==> src/rtl/msx_bus_initiator.sv <==
// MSX slot-bus initiator: turns single-beat memory/I-O requests into Z80-timed
// strobes on a divided T-state clock, honouring WAIT_n with a timeout.
module msx_bus_initiator #(
  parameter int CLK_DIV      = 30,
  parameter int WAIT_TIMEOUT = 1024,
  parameter int SYNC_STAGES  = 2
) (
  input  logic        CLK_BASE,
  input  logic        RESET_n,
  input  logic        REQ_VALID,
  output logic        REQ_READY,
  input  logic        REQ_WRITE,
  input  logic        REQ_IO,
  input  logic        REQ_SLOT,
  input  logic [15:0] REQ_ADDR,
  input  logic [7:0]  REQ_WDATA,
  output logic        RSP_VALID,
  output logic [7:0]  RSP_RDATA,
  output logic        RSP_TIMEOUT,
  output logic        INT_PENDING,
  output logic        BUS_CLOCK,
  output logic [15:0] BUS_A,
  output logic [7:0]  BUS_D_OUT,
  output logic        BUS_D_OE,
  input  logic [7:0]  BUS_D_IN,
  output logic        BUS_MREQ_n,
  output logic        BUS_IORQ_n,
  output logic        BUS_RD_n,
  output logic        BUS_WR_n,
  output logic        BUS_SLTSL_n,
  input  logic        BUS_WAIT_n,
  input  logic        BUS_INT_n,
  input  logic        BUS_BUSDIR_n
);
  localparam int CNT_W  = $clog2(CLK_DIV);
  localparam int WCNT_W = $clog2(WAIT_TIMEOUT + 1);
  localparam logic [CNT_W-1:0]  CNT_LAST = CNT_W'(CLK_DIV - 1);
  localparam logic [CNT_W-1:0]  CNT_FALL = CNT_W'(CLK_DIV / 2 - 1);
  localparam logic [CNT_W-1:0]  CNT_HALF = CNT_W'(CLK_DIV / 2);
  localparam logic [WCNT_W-1:0] WCNT_MAX = WCNT_W'(WAIT_TIMEOUT);

  typedef enum logic [2:0] {S_IDLE, S_START, S_T1, S_T2, S_TW, S_T3} state_t;

  state_t             state_q, state_d;
  logic [CNT_W-1:0]   cnt_q, cnt_d;
  logic [WCNT_W-1:0]  wait_cnt_q, wait_cnt_d;
  logic               bus_clock_q, bus_clock_d, ready_q, ready_d, abort_q, abort_d;
  logic [15:0]        bus_a_q, bus_a_d, addr_q, addr_d;
  logic [7:0]         d_out_q, d_out_d, wdata_q, wdata_d, rsp_rdata_q, rsp_rdata_d;
  logic               d_oe_q, d_oe_d, mreq_n_q, mreq_n_d, iorq_n_q, iorq_n_d;
  logic               rd_n_q, rd_n_d, wr_n_q, wr_n_d, sltsl_n_q, sltsl_n_d;
  logic               rsp_valid_q, rsp_valid_d, rsp_timeout_q, rsp_timeout_d;
  logic               write_q, write_d, io_q, io_d, slot_q, slot_d;
  logic [SYNC_STAGES-1:0] wait_sync_q, wait_sync_d, int_sync_q, int_sync_d;
  logic [SYNC_STAGES-1:0] busdir_sync_q, busdir_sync_d;
  logic               rise, fall, wait_s, sample_wait, unused_busdir;

  // Events are decoded one CLK early so registered strobes move with BUS_CLOCK edges.
  assign rise   = (cnt_q == CNT_LAST);
  assign fall   = (cnt_q == CNT_FALL);
  assign wait_s = wait_sync_q[SYNC_STAGES-1];
  // BUSDIR is only synchronized; reads complete whatever its level.
  assign unused_busdir = busdir_sync_q[SYNC_STAGES-1];

  always_comb begin
    state_d       = state_q;
    cnt_d         = rise ? '0 : cnt_q + 1'b1;
    bus_clock_d   = (cnt_d < CNT_HALF);
    wait_cnt_d    = wait_cnt_q;
    ready_d       = 1'b0;
    abort_d       = abort_q;
    bus_a_d       = bus_a_q;
    addr_d        = addr_q;
    wdata_d       = wdata_q;
    write_d       = write_q;
    io_d          = io_q;
    slot_d        = slot_q;
    d_out_d       = d_out_q;
    d_oe_d        = d_oe_q;
    mreq_n_d      = mreq_n_q;
    iorq_n_d      = iorq_n_q;
    rd_n_d        = rd_n_q;
    wr_n_d        = wr_n_q;
    sltsl_n_d     = sltsl_n_q;
    rsp_valid_d   = 1'b0;
    rsp_timeout_d = 1'b0;
    rsp_rdata_d   = rsp_rdata_q;
    sample_wait   = 1'b0;
    wait_sync_d   = (wait_sync_q << 1) | SYNC_STAGES'(BUS_WAIT_n);
    int_sync_d    = (int_sync_q << 1) | SYNC_STAGES'(BUS_INT_n);
    busdir_sync_d = (busdir_sync_q << 1) | SYNC_STAGES'(BUS_BUSDIR_n);

    case (state_q)
      S_IDLE: begin
        ready_d = 1'b1;
        if (REQ_VALID && ready_q) begin
          ready_d = 1'b0;
          state_d = S_START;
          addr_d  = REQ_ADDR;
          wdata_d = REQ_WDATA;
          write_d = REQ_WRITE;
          io_d    = REQ_IO;
          slot_d  = REQ_SLOT;
        end
      end
      S_START: begin
        if (rise) begin
          state_d    = S_T1;
          bus_a_d    = addr_q;
          wait_cnt_d = '0;
          abort_d    = 1'b0;
        end
      end
      S_T1: begin
        if (fall) begin
          state_d = S_T2;
          if (!io_q) begin
            mreq_n_d  = 1'b0;
            sltsl_n_d = ~slot_q;
            rd_n_d    = write_q;
          end
          if (write_q) begin
            d_oe_d  = 1'b1;
            d_out_d = wdata_q;
          end
        end
      end
      S_T2: begin
        if (rise && io_q) begin
          iorq_n_d = 1'b0;
          rd_n_d   = write_q;
          wr_n_d   = ~write_q;
        end
        if (fall) begin
          // I/O cycles always get one TW that neither samples WAIT_n nor counts.
          if (io_q) begin
            state_d = S_TW;
          end else begin
            wr_n_d      = ~write_q;
            sample_wait = 1'b1;
          end
        end
      end
      S_TW: begin
        if (fall) sample_wait = 1'b1;
      end
      S_T3: begin
        if (rise) rsp_rdata_d = (write_q || abort_q) ? 8'hFF : BUS_D_IN;
        if (fall) begin
          state_d       = S_IDLE;
          mreq_n_d      = 1'b1;
          iorq_n_d      = 1'b1;
          rd_n_d        = 1'b1;
          wr_n_d        = 1'b1;
          sltsl_n_d     = 1'b1;
          d_oe_d        = 1'b0;
          rsp_valid_d   = 1'b1;
          rsp_timeout_d = abort_q;
        end
      end
      default: state_d = S_IDLE;
    endcase

    if (sample_wait) begin
      if (wait_s) begin
        state_d = S_T3;
      end else if (wait_cnt_q == WCNT_MAX) begin
        state_d = S_T3;
        abort_d = 1'b1;
      end else begin
        wait_cnt_d = wait_cnt_q + 1'b1;
        state_d    = S_TW;
      end
    end
  end

  always_ff @(posedge CLK_BASE or negedge RESET_n) begin
    if (!RESET_n) begin
      state_q       <= S_IDLE;
      cnt_q         <= '0;
      bus_clock_q   <= 1'b1;
      wait_cnt_q    <= '0;
      ready_q       <= 1'b0;
      abort_q       <= 1'b0;
      bus_a_q       <= '0;
      d_out_q       <= '0;
      d_oe_q        <= 1'b0;
      mreq_n_q      <= 1'b1;
      iorq_n_q      <= 1'b1;
      rd_n_q        <= 1'b1;
      wr_n_q        <= 1'b1;
      sltsl_n_q     <= 1'b1;
      rsp_valid_q   <= 1'b0;
      rsp_timeout_q <= 1'b0;
      rsp_rdata_q   <= '0;
      wait_sync_q   <= '1;
      int_sync_q    <= '1;
      busdir_sync_q <= '1;
    end else begin
      state_q       <= state_d;
      cnt_q         <= cnt_d;
      bus_clock_q   <= bus_clock_d;
      wait_cnt_q    <= wait_cnt_d;
      ready_q       <= ready_d;
      abort_q       <= abort_d;
      bus_a_q       <= bus_a_d;
      d_out_q       <= d_out_d;
      d_oe_q        <= d_oe_d;
      mreq_n_q      <= mreq_n_d;
      iorq_n_q      <= iorq_n_d;
      rd_n_q        <= rd_n_d;
      wr_n_q        <= wr_n_d;
      sltsl_n_q     <= sltsl_n_d;
      rsp_valid_q   <= rsp_valid_d;
      rsp_timeout_q <= rsp_timeout_d;
      rsp_rdata_q   <= rsp_rdata_d;
      wait_sync_q   <= wait_sync_d;
      int_sync_q    <= int_sync_d;
      busdir_sync_q <= busdir_sync_d;
    end
  end

  // Request fields are plain data holding registers.
  always_ff @(posedge CLK_BASE) begin
    addr_q  <= addr_d;
    wdata_q <= wdata_d;
    write_q <= write_d;
    io_q    <= io_d;
    slot_q  <= slot_d;
  end

  assign REQ_READY   = ready_q;
  assign RSP_VALID   = rsp_valid_q;
  assign RSP_RDATA   = rsp_rdata_q;
  assign RSP_TIMEOUT = rsp_timeout_q;
  assign INT_PENDING = ~int_sync_q[SYNC_STAGES-1];
  assign BUS_CLOCK   = bus_clock_q;
  assign BUS_A       = bus_a_q;
  assign BUS_D_OUT   = d_out_q;
  assign BUS_D_OE    = d_oe_q;
  assign BUS_MREQ_n  = mreq_n_q;
  assign BUS_IORQ_n  = iorq_n_q;
  assign BUS_RD_n    = rd_n_q;
  assign BUS_WR_n    = wr_n_q;
  assign BUS_SLTSL_n = sltsl_n_q;
endmodule

==> config.mk <==
export PLATFORM = sky130hd
export DESIGN_NAME = msx_bus_initiator
export DESIGN_NICKNAME = d
export VERILOG_FILES = /design/src/rtl/msx_bus_initiator.sv
export SDC_FILE = /design/constraint.sdc
export NUM_CORES = 1
export LEC_CHECK = 0
export CAP_MARGIN = 20
export CORE_MARGIN = 2
export CORE_UTILIZATION = 56
export CTS_CLUSTER_DIAMETER = 200
export DETAILED_ROUTE_END_ITERATION = 10
export DONT_BUFFER_PORTS = 1
export GPL_ROUTABILITY_DRIVEN = 0
export PLACE_DENSITY = 0.74
export SYNTH_ARGS = -nofsm -noshare
export SYNTH_HDL_FRONTEND = slang
export SYNTH_SLANG_ARGS = --single-unit
==> constraint.sdc <==
create_clock -name CLK_BASE -period 4 [get_ports CLK_BASE]
set_clock_uncertainty 0.2 [all_clocks]
set_input_delay 1 -clock CLK_BASE [delete_from_list [all_inputs] [get_ports CLK_BASE]]
set_output_delay 1 -clock CLK_BASE [all_outputs]
set_load 0.01 [all_outputs]
==> flow_summary_export.csv <==
group,metric,value,unit
outcome,status,"completed",
final_layout,design_area,4100,sq um
clock_network,hold_buffers,0,
sta,setup_tns,0,ns
sta,finalHoldWorstSlack,0.1379,ns
sta,rsz0062_at_grt,"no",
clock_network,root_buffer,"clkbuf_8",
routing,ant_nets,0,
sta,setup_violations,0,
job,maxCapViolCount,0,
critical_path,worstPathArrival,2.63,ns
placed_design,numPortBuffers,0,
critical_path,cp-start-kind,"flip-flop",
die,die_h,86.96,um
synth,synth_cell_types,56,
routing,viasPerCell,5.855,
clock_network,clk_pin_slew,0.09,ns
critical_path,cp_top_family,"compound AO/OA/AOI/OAI gates",
final_layout,syn_to_final_growth,6.396,%
clock_network,cts_setup_buffers,0,
die,io-pin-count,84,
power_and_ir_drop,power,1.667,mW
sta,post-route-period-util,64.69,%
critical_path,path_buf_inv,0,
synth,ys_seq_elements,93,
routing,drc,0,
synth,syn_area,3854,sq um
critical_path,worstSetupPathType,"flip-flop to flip-flop",
clock_network,ctsResizeCount,0,
grt,grt_pass1_wl,10570,um
grt,antenna_found_initial,0,
power_and_ir_drop,peakVddDrop,0.2694,mV
power_and_ir_drop,powerDensity,406.6,nW/um^2
placed_design,place.detailed.hpwl,4253,um
critical_path,path_max_fanout,14,
die,core,6719,sq um
grt,grt_pass1_vias,2127,
final_layout,num_antenna_cells,0,
critical_path,crit_slowest_cell,"o211ai_1",
routing,routedWlPerCell,17.01,um
worst_hold_path,min_path_type,"input port to asynchronous set/reset pin",
die,initial_utilization,57.36,%
critical_path,r2r_setup_slack,1.41,ns
sta,slew_violations,0,
final_layout,fin_nets,334,
critical_path,path_cells,"and4bb_1 > o211ai_1 > nor2_1 > a221o_1",
synth,synth-edff-count,27,
sta,period_needed,2.587,ns
final_layout,seq_area,2475,sq um
synth,ys_seq_area_share,64.22,%
clock_network,cts_buffer_depth,2,
routing,drt-initial-drc-count,140,
routing,vias,2184,
synth,synth.area.top_cells,"dfrtp_1 36%, edfxtp_1 21%, dfstp_2 6.8%",
sta,relSlewSlack,39.31,%
sta,hold_viol_final,0,
routing,drt-total-wl,6346,um
die,fp.dieArea,7561,sq um
placed_design,dp_slack,1.412,ns
die,chipWidth,86.96,um
synth,avgSynthCellArea,13.33,sq um
sta,fin_ws,1.413,ns
critical_path,worstSetupEndpointType,"flip-flop",
grt,grt_usage,18.15,%
clock_network,cts_tree,"built",
synth,syn_inst,289,
synth,synthArstFlopShare,70.97,%
clock_network,h-tree-depth,3,
synth,mappedNetlistNets,335,
clock_network,cts_buffers,9,
clock_network,clock_latency,0.35,ns
power_and_ir_drop,power.leakage,1.618,nW
final_layout,multi_input_area,1249,sq um
placed_design,placed_area,3881,sq um
die,num_rows,30,
routing,drt_first_pass_iters,5,
final_layout,fill_cells,502,
final_layout,layout-drive-gt1-share,17.06,%
sta,max_freq,386.5,MHz
grt,grt_overflow,0,
synth,yosysTopAreaCell,"dfrtp_1",
sta,worst_pin_slew,0.9070,ns
synth,yosysWarningCount,0,
synth,synth_top_area_share,36.36,%
grt,grt_max_degree,67,
clock_network,cts_sinks,93,
critical_path,cp_slowest_stage_delay,0.72,ns
critical_path,cp_data_required_time,4.04,ns
synth,synth_flop_cell,"dfrtp_1",
==> synthesized netlist by cell type (3+ instances only) <==
cell type   n
mux2i_1     5
a31oi_1     3
mux2_2      9
nand2_1     9
ha_1        5
a221o_1     3
buf_2       4
inv_1      11
edfxtp_1   27
or4_1       3
o21ai_0     4
buf_4       4
a21oi_1    15
nor2_1     23
a21o_1      3
mux2_4      7
dfstp_2    10
o31ai_1     5
mux2_1     10
dfrtp_1    56
nand3_1    10
a211oi_1    3
nor3_1     11
nand4_1     6
nor4_1      3
==> worst reg2reg max path, delay by kind of cell (launching register included) <==
kind	cells	cell delay, ns
compound gates	2	1.11
simple gates	2	0.61
flops	1	0.56
==> sequential cells by signal, summed over array words and instances, names as in the netlist, 2 cells and up <==
name and count:
wait_cnt_q 11, cnt_q 5, RSP_RDATA 8, state_q 3
BUS_A 16, int_sync_q 2, BUS_D_OUT 8, addr_q 16
wdata_q 8, wait_sync_q 2
==> worst paths after layout <==
path                                          startpoint  cells past startpoint                       end
worst max register to register    state_q[0]$_DFFE_PN0P_                      4   wait_cnt_q[5]$_DFF_PN0_
worst min register to register  wait_sync_q[0]$_DFF_PN1_                      0  wait_sync_q[1]$_DFF_PN1_
min in group CLK_BASE           wait_sync_q[0]$_DFF_PN1_                      0  wait_sync_q[1]$_DFF_PN1_
worst max-delay path              state_q[0]$_DFFE_PN0P_                      4   wait_cnt_q[5]$_DFF_PN0_
max in group asynchronous                        RESET_n                      0   BUS_SLTSL_n$_DFFE_PN1P_
worst min-delay path                             RESET_n                      0  RSP_RDATA[0]$_DFFE_PN0P_
==> per-layer routing <==
metal	share of wire (%)	track usage (%)
met5	0	0
met4	1.0	6.108
met2	46	26.58
met1	46	24.72
met3	7.0	7.488
==> cell families (layout without fill, tap and decap cells) <==
logic type                 count (synthesis)  count (layout)  synth area share, %
buffers and inverters                     26              30                3.766
AOI/OAI and AO/OA                         44              44                7.500
adders and majority gates                  5               5                1.623
muxes                                     31              31                9.578
DFF                                       93              93                64.22
xor gates and xnor gates                   3               3               0.6819
and+or+nand+nor                           87              87                12.63
==> cell usage in the layout, fill, tap and decap left out, types with 4 or more instances in the layout <==
cell type and n:
nor2_1 23, nor3_1 11, mux2_4 7, nand3_1 10, dfstp_2 10, ha_1 5, o21ai_0 4, nand4_1 6
dfrtp_1 56, edfxtp_1 27, inv_1 11, a21oi_1 15, clkbuf_8 9, nand2_1 9, mux2i_1 5, mux2_1 10
o31ai_1 5, mux2_2 9
==> metrics by stage <==
step | std cells | util, %
4_1_cts | 373 | 61.02
5_1_grt | 373 | 61.02
6_report | 373 | 61.02
2_1_floorplan | 289 | -
3_3_place_gp | 357 | 57.77
3_5_place_dp | 357 | 57.77
==> final cells by class <==
type / instances / share of cell area (%)
Inverter: 13 / 1.221
Clock buffer: 9 / 3.021
Clock inverter: 7 / 2.319
Sequential cell: 93 / 60.36
Timing Repair Buffer: 1 / 0.1831
Tap cell: 80 / 2.441
Multi-Input combinational cell: 170 / 30.45
==> power breakdown <==
group	switching, mW	internal (mW)
registers	0.000476	0.981
clock network	0.329	0.355
logic	0.00116	0.000727
total	0.330	1.34
(Power assumes the default switching activity.)
